$ cat config.mk
export PLATFORM = sky130hd
export DESIGN_NAME = alu_arbiter
export DESIGN_NICKNAME = d
export VERILOG_FILES = /design/src/rtl/alu_arbiter.sv
export SDC_FILE = /design/constraint.sdc
export NUM_CORES = 1
export LEC_CHECK = 0
export CORE_UTILIZATION = 40
export DETAILED_ROUTE_END_ITERATION = 8
export GPL_ROUTABILITY_DRIVEN = 1
export PLACE_DENSITY_LB_ADDON = 0.12
export RECOVER_POWER = 100
export REMOVE_ABC_BUFFERS = 1
export SYNTH_ARGS = -nofsm -noshare
export SYNTH_HDL_FRONTEND = slang
export SYNTH_SLANG_ARGS = --single-unit
export TNS_END_PERCENT = 5
$ cat constraint.sdc
create_clock -name clk -period 2.7 [get_ports clk]
set_input_delay 0.81 -clock clk [delete_from_list [all_inputs] [get_ports clk]]
set_output_delay 0.81 -clock clk [all_outputs]
set_load 0.01 [all_outputs]
$ cat src/rtl/alu_arbiter.sv
// alu_arbiter: shares one 8-bit ALU between the core issue path (req 0) and
// the aux/debug sequencer (req 1). Round-robin grant with an optional lock
// for carry chains, bounded by a watchdog; ALU outputs come back as a
// registered, tagged response one cycle after the transfer.
//
// state    | meaning
// UNLOCKED | round-robin between valid requesters (rr_ptr_q breaks ties)
// LOCKED   | only owner_q may be granted; wd_q counts cycles spent locked
module alu_arbiter #(
  parameter int NREQ     = 2,
  parameter int LOCK_MAX = 16,
  parameter int CW       = 5
) (
  input  logic            clk,
  input  logic            reset,
  input  logic [NREQ-1:0] req_valid,
  output logic [NREQ-1:0] req_ready,
  input  logic [NREQ-1:0] req_lock,
  input  logic [3:0]      req_cmd0,
  input  logic [3:0]      req_cmd1,
  input  logic [7:0]      req_a0,
  input  logic [7:0]      req_a1,
  input  logic [7:0]      req_b0,
  input  logic [7:0]      req_b1,
  input  logic            req_sc0,
  input  logic            req_sc1,
  output logic [3:0]      alu_cmd,
  output logic [7:0]      alu_inA,
  output logic [7:0]      alu_inB,
  output logic            alu_sc_i,
  input  logic [7:0]      alu_rslt,
  input  logic            alu_sc_o,
  input  logic            alu_pari,
  input  logic            alu_one,
  output logic [NREQ-1:0] rsp_valid,
  output logic [7:0]      rsp_rslt,
  output logic            rsp_sc,
  output logic            rsp_pari,
  output logic            rsp_one,
  output logic [NREQ-1:0] lock_owner
);

  typedef enum logic {UNLOCKED = 1'b0, LOCKED = 1'b1} lock_state_t;

  // Last watchdog value before the lock is forcibly dropped.
  localparam logic [CW-1:0] WD_LAST = CW'(LOCK_MAX - 1);

  lock_state_t     state_q, state_d;
  logic            owner_q, owner_d;
  logic            rr_ptr_q, rr_ptr_d;
  logic [CW-1:0]   wd_q, wd_d;
  logic [NREQ-1:0] rsp_valid_q, rsp_valid_d;
  logic [7:0]      rsp_rslt_q, rsp_rslt_d;
  logic            rsp_sc_q, rsp_sc_d;
  logic            rsp_pari_q, rsp_pari_d;
  logic            rsp_one_q, rsp_one_d;
  logic [3:0]      alu_cmd_q, alu_cmd_d;
  logic [7:0]      alu_a_q, alu_a_d;
  logic [7:0]      alu_b_q, alu_b_d;
  logic            alu_sc_q, alu_sc_d;

  logic [NREQ-1:0] grant;
  logic            gnt_id;
  logic            xfer;

  // Combinational grant from the registered lock state and round-robin pointer.
  always_comb begin
    grant = '0;
    if (!reset) begin
      if (state_q == LOCKED) begin
        if (req_valid[owner_q]) grant[owner_q] = 1'b1;
      end else if (req_valid == '1) begin
        grant[rr_ptr_q] = 1'b1;
      end else begin
        grant = req_valid;
      end
    end
  end

  assign gnt_id = grant[1];
  assign xfer   = |grant;

  // Operand mux; without a transfer the ALU inputs keep their last values.
  always_comb begin
    alu_cmd_d = alu_cmd_q;
    alu_a_d   = alu_a_q;
    alu_b_d   = alu_b_q;
    alu_sc_d  = alu_sc_q;
    if (xfer) begin
      alu_cmd_d = gnt_id ? req_cmd1 : req_cmd0;
      alu_a_d   = gnt_id ? req_a1   : req_a0;
      alu_b_d   = gnt_id ? req_b1   : req_b0;
      alu_sc_d  = gnt_id ? req_sc1  : req_sc0;
    end
  end

  // Lock FSM, watchdog and round-robin pointer next-state.
  always_comb begin
    state_d  = state_q;
    owner_d  = owner_q;
    rr_ptr_d = rr_ptr_q;
    wd_d     = wd_q;
    if (xfer) rr_ptr_d = ~gnt_id;
    case (state_q)
      UNLOCKED: begin
        wd_d = '0;
        if (xfer && req_lock[gnt_id]) begin
          state_d = LOCKED;
          owner_d = gnt_id;
        end
      end
      LOCKED: begin
        if (wd_q == WD_LAST) begin
          // Forced release hands priority to the starved requester.
          state_d  = UNLOCKED;
          wd_d     = '0;
          rr_ptr_d = ~owner_q;
        end else if (!req_lock[owner_q]) begin
          // Only the owner can transfer here, so this covers both the
          // unlocking transfer and the idle lock drop.
          state_d = UNLOCKED;
          wd_d    = '0;
        end else begin
          wd_d = wd_q + CW'(1);
        end
      end
      default: begin
        state_d = UNLOCKED;
        wd_d    = '0;
      end
    endcase
  end

  // Response capture: strobe for one cycle, data held between strobes.
  always_comb begin
    rsp_valid_d = grant;
    rsp_rslt_d  = rsp_rslt_q;
    rsp_sc_d    = rsp_sc_q;
    rsp_pari_d  = rsp_pari_q;
    rsp_one_d   = rsp_one_q;
    if (xfer) begin
      rsp_rslt_d = alu_rslt;
      rsp_sc_d   = alu_sc_o;
      rsp_pari_d = alu_pari;
      rsp_one_d  = alu_one;
    end
  end

  // State registers with synchronous reset.
  always_ff @(posedge clk) begin
    if (reset) begin
      state_q     <= UNLOCKED;
      owner_q     <= 1'b0;
      rr_ptr_q    <= 1'b0;
      wd_q        <= '0;
      rsp_valid_q <= '0;
      rsp_rslt_q  <= '0;
      rsp_sc_q    <= 1'b0;
      rsp_pari_q  <= 1'b0;
      rsp_one_q   <= 1'b0;
      alu_cmd_q   <= '0;
      alu_a_q     <= '0;
      alu_b_q     <= '0;
      alu_sc_q    <= 1'b0;
    end else begin
      state_q     <= state_d;
      owner_q     <= owner_d;
      rr_ptr_q    <= rr_ptr_d;
      wd_q        <= wd_d;
      rsp_valid_q <= rsp_valid_d;
      rsp_rslt_q  <= rsp_rslt_d;
      rsp_sc_q    <= rsp_sc_d;
      rsp_pari_q  <= rsp_pari_d;
      rsp_one_q   <= rsp_one_d;
      alu_cmd_q   <= alu_cmd_d;
      alu_a_q     <= alu_a_d;
      alu_b_q     <= alu_b_d;
      alu_sc_q    <= alu_sc_d;
    end
  end

  // Outputs are forced quiet while reset is asserted, so a pending response
  // or lock indication never leaks out during reset.
  assign req_ready  = grant;
  assign alu_cmd    = reset ? 4'd0 : alu_cmd_d;
  assign alu_inA    = reset ? 8'd0 : alu_a_d;
  assign alu_inB    = reset ? 8'd0 : alu_b_d;
  assign alu_sc_i   = reset ? 1'b0 : alu_sc_d;
  assign rsp_valid  = reset ? '0   : rsp_valid_q;
  assign rsp_rslt   = reset ? 8'd0 : rsp_rslt_q;
  assign rsp_sc     = reset ? 1'b0 : rsp_sc_q;
  assign rsp_pari   = reset ? 1'b0 : rsp_pari_q;
  assign rsp_one    = reset ? 1'b0 : rsp_one_q;
  assign lock_owner = (reset || state_q == UNLOCKED) ? '0 : {owner_q, ~owner_q};

endmodule

==> results_dict.tcl <==
set metrics [dict create \
    outcome "finished with violations" \
    violations "setup timing" \
    first_iter_violations 61 \
    power_frac_seq_pct 44.2 \
    grtUsageTotal_pct 22.1 \
    grt.busiest_layer "met2" \
    cts_root_buf "clkbuf_8" \
    synth_area_um2 1990 \
    seq_area_um2 841 \
    ant_nets 0 \
    antenna_found_initial 0 \
    finalSetupTns_ns -4.44 \
    yosys.area_share.adder_pct 1.26 \
    met1_usage_pct 26.8 \
    max_freq_mhz 339 \
    cp.arrival_ns 2.14 \
    path_cells "buf_6 -> or3b_4 -> nand4b_4 -> buf_6 -> buf_6 -> buf_4 -> a311oi_2 -> buf_2" \
    fp.dieH_um 72.5 \
    p_clk_share_pct 26.8 \
    internal_power_w 0.00113 \
    p_comb_share_pct 29.0 \
    io_buffers 96 \
    die_area_um2 5260 \
    final_nets 430 \
    use_met2_pct 39.0 \
    tightest_slew_ns 0.679 \
    start_util_pct 41.8 \
    async_reset_ff_share_pct 0 \
    cpMostUsedCell "buf_6" \
    start_kind "primary input" \
    slew_headroom_pct 54.8 \
    p_leak_nw 1.47 \
    layout_min_cycle_time_ns 2.95 \
    grtUsageMet3_pct 5.28 \
    seq_area_frac_synth_pct 42.3 \
    synth-simple-area-share_pct 25.2 \
    die_w_um 72.5 \
    place.gp.congestion 0.786 \
    critPathKind "primary input to primary output" \
    end_kind "primary output" \
    grt_setup_unrepaired "yes" \
    numCtsBuffers 5 \
    synth.area.mux_share_pct 0.503 \
    overflow 0 \
    multi_input_area_um2 1080 \
    ios 97 \
    grt_pass1_wl_um 9070 \
    cts.sinks 42 \
    via_per_inst 4.86 \
    yosysWarnings 0 \
    fin_skew_ns 0.00692 \
    core_area_um2 4750 \
    drv_slew 0 \
    synth.distinct_cells 33 \
    min_path_type "register to register" \
    area_growth_pct 72.4 \
    drive_gt1_share_pct 31.9 \
    rows 25 \
    place_hpwl_um 3810 \
    yosys.area.top_type "dfxtp_1" \
    cap_violations 0 \
    grt_max_degree 25 \
    fillers 403 \
    drt_wl_total_um 5780 \
    clk_latency_ns 0.28 \
    switching_share_pct 27.0 \
    ys.flop_type "dfxtp_1" \
    placedCellCount 413 \
    synth_compound_area_share_pct 23.4 \
    synthCells 233 \
    crit_path_top_delay_cell "or3b_4" \
    htree_num_levels 2 \
    crit_path_max_incr_delay_ns 0.23 \
    hold_viol 0 \
    vias 2126 \
    diodes 0 \
    yosys-top-cells-area "dfxtp_1, a311oi_2, nand2_1, nor2_1, nor2b_1" \
    cp_data_required_time_ns 1.89 \
    holdWs_ns 0.454 \
    postSynthRegisterBits 42 \
    setup_slack_ns -0.247 \
    vdd_drop_max_mv 0.251 \
    synth-edff-count 0 \
    clock_path_buffers 2 \
    powerDensity_nw_per_um2 450 \
    avgSynthCellArea_um2 8.53 \
    drt-wirelength-per-cell_um 13.2 \
    drc_errors 0 \
    synth_xor_area_share_pct 0.881 \
    first_global_vias 1994 \
    clkTransAtPathRegs_ns 0.08 \
    layout.cells.non_filler 437 \
    crit_fanout 8 \
    period_share_pct 109 \
    yosysTopAreaCellShare_pct 42.3 \
    cts_tree "done" \
    setup_viol 21 \
    dr.pass1.iters 4 \
    synth_top_family_by_area "simple AND/OR/NAND/NOR gates" \
    p_sw_w 0.000416 \
    hold_buffers 0 \
]
==> registers in the layout (all words and copies together), names as in the netlist <==
register	flops
alu_a_q	8
alu_b_q	8
alu_cmd_q	4
alu_sc_q	1
owner_q	1
rr_ptr_q	1
rsp_one_q	1
rsp_pari_q	1
rsp_rslt_q	8
rsp_sc_q	1
rsp_valid_q	2
state_q	1
wd_q	5
==> metal layers <==
metal  vias to the layer above  part of all wire, %
met3                         2                  4.0
met1                       991                   45
met5                         -                    0
met4                         0                 0.55
li1                       1077                    -
met2                        56                   50
==> Yosys cell counts, types with 2 or more instances <==
cell and instances:
a21oi_1 13, a311oi_1 4, a311oi_2 17, buf_2 4
buf_4 3, buf_6 2, clkbuf_1 9, dfxtp_1 42
ha_1 2, inv_1 6, nand2_1 44, nand3_1 14
nor2_1 28, nor2b_1 15, o21ai_0 12
==> cells by family (layout without fill, tap and decap cells) <==
logic type	Yosys count	in the layout
buffers and inverters	26	163
adders and majority gates	2	2
AOI/OAI and AO/OA	52	52
DFF	42	42
xor gates and xnor gates	2	2
muxes	1	1
and+or+nand+nor	108	108
==> metrics by stage <==
step / worst slack, ns / utilization, % / cell area (um^2) / total power, W
after floorplan: -0.441 / - / 1890 / 0.000848
after global placement: -1.03 / 67.7 / 3220 / 0.00111
after detailed placement: -1.06 / 67.7 / 3220 / 0.00112
after CTS: -0.273 / 72.5 / 3450 / 0.00155
after global routing: -0.301 / 72.1 / 3430 / 0.00162
final: -0.247 / 72.1 / 3430 / 0.00154
==> repair_timing <==
action	CTS	global route
cloned	3	0
pin swaps	21	7
setup buffers	14	3
setup endpoints to repair	37	22
resized for setup	138	15
==> final cells by class <==
| cell class | count | share of cell area (%) |
|---|---|---|
| Sequential cell | 42 | 24.5 |
| Inverter | 7 | 0.840 |
| Clock buffer | 7 | 2.52 |
| Clock inverter | 1 | 0.146 |
| Timing Repair Buffer | 148 | 38.0 |
| Tap cell | 67 | 2.45 |
| Multi-Input combinational cell | 165 | 31.5 |
==> power groups by stage <==
stage	combinational (W)	clock (W)	sequential, W
final	0.000446	0.000414	0.000682
after global routing	0.000482	0.000448	0.000686
after CTS	0.000448	0.000425	0.000682
after detailed placement	0.000421	0	0.000696
after global placement	0.000416	0	0.000694
after floorplan	0.000156	0	0.000692
==> cells in the final DEF (no fill, tap or decap), types with 5 or more instances in the layout <==
cell type / Yosys / final
clkdlybuf4s50_1: 0 / 56
nor2_2: 0 / 6
buf_2: 4 / 22
nand3_1: 14 / 13
buf_4: 3 / 34
a311oi_2: 17 / 19
nor2_1: 28 / 21
dfxtp_1: 42 / 42
o21ai_0: 12 / 12
nor2b_1: 15 / 15
nand2_1: 44 / 44
inv_1: 6 / 5
buf_6: 2 / 17
dlygate4sd2_1: 0 / 15
a21oi_1: 13 / 13
clkbuf_8: 0 / 6
==> critical path, delay by kind of cell <==
kind,cells,cell delay [ns]
buffers and inverters,5,0.71
AND/OR/NAND/NOR,2,0.39
AO/OA/AOI/OAI,1,0.23
==> worst paths after layout <==
check / from / endpoint / slack [ns] / cells past startpoint
min reg2reg: wd_q[0]$_SDFF_PP0_ / wd_q[0]$_SDFF_PP0_ / 0.45 / 1
min: wd_q[0]$_SDFF_PP0_ / wd_q[0]$_SDFF_PP0_ / 0.45 / 1
max: req_valid[0] / alu_inB[6] / -0.25 / 8
max reg2reg: state_q$_SDFF_PP0_ / state_q$_SDFF_PP0_ / 0.91 / 9
Note: power is estimated with default switching activity, not from simulation.
==> edit 1: new RTL, config.mk and constraints unchanged <==
`wd_q` no longer has a reset.
--- a/src/rtl/alu_arbiter.sv
+++ b/src/rtl/alu_arbiter.sv
@@ -154,3 +154,2 @@
       rr_ptr_q    <= 1'b0;
-      wd_q        <= '0;
       rsp_valid_q <= '0;
@@ -168,3 +167,2 @@
       rr_ptr_q    <= rr_ptr_d;
-      wd_q        <= wd_d;
       rsp_valid_q <= rsp_valid_d;
@@ -179,2 +177,6 @@
     end
+  end
+
+  always_ff @(posedge clk) begin
+    wd_q <= wd_d;
   end
Function: same outputs for any inputs over 10 cycles, from zero or initial values and one cycle with reset high; that may be too few to reach the edited logic, so the function may still have changed.
==> edit 1 against the unedited design <==
The flow finishes with violations (design-rule violations, negative setup slack). Non-clock buffer count rose by 4. Hold slack improved by 32 ps. Worst setup slack lost 17 ps. Routed wire length is 24% higher. Cell area rose by 7.3%. Sequential share of layout area is 1.7 points lower. Area after synthesis decreased by 4.0%. Critical path depth down 1. Sequential cell count did not move. First-iteration DRC count grew 120%. Combinational power up 20%. Total power is 6.8% higher. Critical path type unchanged. Largest power group unchanged.
==> edit 1: results (changes against the unedited design) <==
[global_routing]
antenna_found_initial = 0  ; unchanged
grt_start_max_net_pins = 30  ; +20%
wire_length_of_the_first_global_routing_pass_um = 10400  ; +15%
track_usage = 0.266  ; +0.0453
number_of_global_route_vias_before_repair = 2108  ; +5.7%

[routing]
initialDrtViolationCount = 134  ; +120%
dr.pass1.iters = 6  ; +2
ant_nets = 0  ; unchanged
drcViolationCount = 7  ; +7
wirelength_um = 7180  ; +24%
detail_route.vias_per_cell = 5.26  ; +8.2%

[setup_path]
critPathMaxStageDelay_ps = 430  ; +200 ps
critPathTopFamily = compound AO/OA/AOI/OAI gates
crit_slowest_cell = o21ai_0
crit_fanout = 6  ; -2
crit_arrival_ps = 2150

[final_layout]
largest_registers = alu_a_q: 8 flops, alu_b_q: 8 flops, rsp_rslt_q: 8 flops
final_cells = 417  ; -4.6%
final_net_count = 425  ; -1.2%
layout-drive-gt1-share = 0.351  ; +0.0318
insertedDiodeCount = 0  ; unchanged

[power]
internal_power_mw = 1.17  ; +4.0%
power.leakage_nw = 1.57  ; +6.8%
vdd_ir_drop_max_mv = 0.444  ; +77%

[clock_network]
cts_root_buffer = clkbuf_8
clock_latency_late_sink_ps = 300  ; +20 ps
cts-buffers-inserted = 5  ; unchanged
cts_max_path_buffers = 2  ; unchanged
cts-htree-levels = 2  ; unchanged
path_clk_slew_ps = 80  ; about the same

[sta]
fin_skew_ps = 5.26  ; -1.66 ps
final.setup.tns_ps = -2800  ; +1640 ps
final-setup-viol-count = 22  ; +4.8%
final_critical_path_setup_slack_ps = -264  ; -16.7 ps
least_margin_pin_slew_ps = 529  ; -149 ps

[yosys]
synth.top_cells.by_area = dfxtp_1, nand2_1, a31oi_1, mux2i_1, nor2b_1
synthTopCellsByCount = nand2_1, dfxtp_1, a31oi_1, nor2_1
ys_warn_count = 0  ; unchanged
synth-async-reset-ratio = 0  ; unchanged
synth_cell_types = 31  ; -6.1%
yosysSeqAreaShare = 0.441  ; +0.0177
syn-mean-instance-area_um2 = 8.63  ; +1.2%

[outcome]
outcome = finished with violations
violations = design-rule violations, negative setup slack

[place]
placement.cell_area_mm2 = 0.00298  ; -7.3%
dp_slack_ps = -1050  ; +2.71 ps
place_inst = 377  ; -8.7%
routabilityCongestion = 0.836  ; +6.3%
total_half_perimeter_wirelength_after_legalization_and_detailed_placement_um = 3730  ; -2.2%
place.port_buffers = 96  ; unchanged

[hold_path]
hp-class = register to register

## edit 1: changes by cell type after synthesis, moves of 10 or more
cell,change
o21ai_1,+14
mux2i_1,+12
a21oi_1,-10
nor2_1,-10
a311oi_2,-17
a31oi_1,+23
nand3_1,-13
## edit 1: cells by family after synthesis
| logic type | count (synthesis) | share of synthesized area |
|---|---|---|
| simple gates | 83 | 0.205 |
| mux | 13 | 0.0682 |
| fa+ha+maj | 2 | 0.0131 |
| buf+inv | 24 | 0.0951 |
| flops | 42 | 0.441 |
| compound gates | 55 | 0.169 |
| xor+xnor | 2 | 0.00918 |
## edit 1: path summary, 6_finish.rpt
kind | slack (ps) | endpoint | from | cells past startpoint
worst max register to register | 690 | alu_a_q[5] | state_q | 10
worst min-delay path | 490 | wd_q[0] | wd_q[0] | 1
worst max-delay path | -260 | alu_inA[3] | req_valid[0] | 7
worst min register to register | 490 | wd_q[0] | wd_q[0] | 1
## edit 1: power groups by stage
stage	sequential, mW	combinational [mW]	clock (mW)
floorplan	0.691	0.144	0
global placement	0.692	0.376	0
CTS	0.680	0.486	0.426
finish	0.683	0.535	0.428
global route	0.687	0.564	0.467
detailed placement	0.693	0.382	0
## edit 1: final cells by class
class                      count  area [um^2]
sequential                    42          841
tap                           52         65.1
timing repair inverter         1         11.3
multi-input combinational    155         1170
timing repair buffer         152         1460
clock inverter                 1         5.00
fill                         265          796
inverter                       7         41.3
clock buffer                   7         86.3
## edit 1: per-layer routing
metal  track usage  up-vias  part of all wire
li1              -     1045                 -
met1         0.339     1033              0.39
met2         0.456       97              0.51
met3        0.0513       20             0.067
met4        0.0844        0             0.030
met5             0        -                 0
## edit 1: timing repair
item / in CTS / in global routing
gates cloned: 4 / 0
pin swaps: 19 / 8
setup endpoints to repair: 38 / 26
buffers inserted: 27 / 1
resized for setup: 158 / 29
==> edit 2: new RTL, same settings <==
Made on the original files. Change the parameter `LOCK_MAX` from 16 to 8.
--- a/src/rtl/alu_arbiter.sv
+++ b/src/rtl/alu_arbiter.sv
@@ -10,3 +10,3 @@
   parameter int NREQ     = 2,
-  parameter int LOCK_MAX = 16,
+  parameter int LOCK_MAX = 8,
   parameter int CW       = 5
Function: changed (a bounded check fails within 10 cycles, from zero or initial values and one cycle with reset high).
==> edit 2 against the unedited design <==
The run still ends with negative setup slack left. Core utilization grew 1.9 points. Sequential cell count unchanged. Cell area is 4.6% higher. Total power increased by 13%. Combinational power is 0.9% lower. Die area up 4.1%. Cell count fell by 4.3%. Register-to-register slack better by 100 ps. Worst setup slack improved by 32 ps. Highest routed layer unchanged. Area after synthesis up 4.2%. Routed wire length rose by 2.1%. Clock power up 49%.
==> edit 2: results (changes against the unedited design) <==
[outcome]
outcome = finished with violations
violations = negative setup slack

[setup_path]
crit_arrival_ps = 2100  ; -40 ps
critPathMaxStageDelay_ps = 360  ; +130 ps
reg2regPathDepth = 8  ; -1
crit_slowest_cell = a211o_4
regToRegSetupSlack_ps = 1010  ; +100 ps
critPathCapture = alu_inA[4]
worst_setup_path_startpoint = req_valid[0]
critPathTopFamily = buffers and inverters

[place]
dp_slack_ps = -923  ; +135 ps
total_half_perimeter_wirelength_after_legalization_and_detailed_placement_um = 3550  ; -6.8%
place_inst = 398  ; -3.6%
routabilityCongestion = 0.744  ; -5.3%

[final_layout]
multi_input_area_share = 0.347  ; +0.0322
area_share_clock_buf_inv = 0.0398  ; +0.0131
layout.nonclk_buf_frac = 0.348  ; -0.0321
layout-drive-gt1-share = 0.299  ; -0.0198
final_net_count = 410  ; -4.7%
n_clock_buffer = 6  ; -1
nMultiInputCombCells = 173  ; +4.8%
count_of_plain_and_timing_repair_buffers_in_the_layout = 122  ; -18%
layout.filler_cells = 371  ; -7.9%

[routing]
detail_route.vias_per_cell = 5.05  ; +3.7%
initialDrtViolationCount = 53  ; -13%
dr_wl_met2_um = 2860  ; -1.5%
total_met3_wirelength_after_detailed_routing_um = 462  ; +98%
route.layer.met1.wl_um = 2520  ; -3.6%
detailroute.via_count = 2109  ; -0.80%

[power]
netSwitchingPower_mw = 0.435  ; +4.4%
vdd_ir_drop_max_mv = 0.299  ; +19%
report.power.total_mw = 1.73  ; +13%
p_comb_frac = 0.255  ; -0.035
power.leakage_nw = 1.56  ; +5.9%
cellPowerDensity_mw_per_mm2 = 484  ; +7.6%
power_in_sequential_cells_mw = 0.678  ; -0.6%

[global_routing]
groute.layer.met3.usage = 0.0732  ; +0.0204
track_usage = 0.225  ; +0.00375
grt_start_max_net_pins = 40  ; +60%
number_of_global_route_vias_before_repair = 2027  ; +1.7%
use_met2 = 0.372  ; -0.0187

[sta]
final-setup-viol-count = 21  ; unchanged
fin_skew_ps = 7.62  ; +0.706 ps
final_critical_path_setup_slack_ps = -215  ; +32.2 ps

[clock_network]
cts_setup_buffers = 6  ; -8
post_cts.resized_instances = 144  ; +4.3%
cts_root_buffer = clkbuf_8

[yosys]
synth_cell_types = 34  ; +3.0%
syn-mean-instance-area_um2 = 8.60  ; +0.76%
synth.top_cells.by_area = dfxtp_1, a311oi_2, nand2_1, nor2_1, nor2b_1

[edit 2: worst min-delay path by stage]
stage / startpoint / end / slack, ps / cells past startpoint
4_1_cts: wd_q[0] / wd_q[0] / 460 / 1
3_5_place_dp: wd_q[0] / wd_q[0] / 450 / 1
6_report: wd_q[0] / wd_q[0] / 460 / 1
5_1_grt: wd_q[0] / wd_q[0] / 480 / 1
3_3_place_gp: wd_q[0] / wd_q[0] / 430 / 1
2_1_floorplan: wd_q[0] / wd_q[0] / 420 / 1
[edit 2: cells by family (layout without fill, tap and decap cells)]
family                     Yosys count  count (layout)  synth area share
adders and majority gates            1               1           0.00604
buffers and inverters               26             136            0.0700
xor gates and xnor gates             3               3            0.0127
DFF                                 42              42             0.406
and+or+nand+nor                    112             112             0.248
AOI/OAI and AO/OA                   55              55             0.247
muxes                                2               2            0.0103
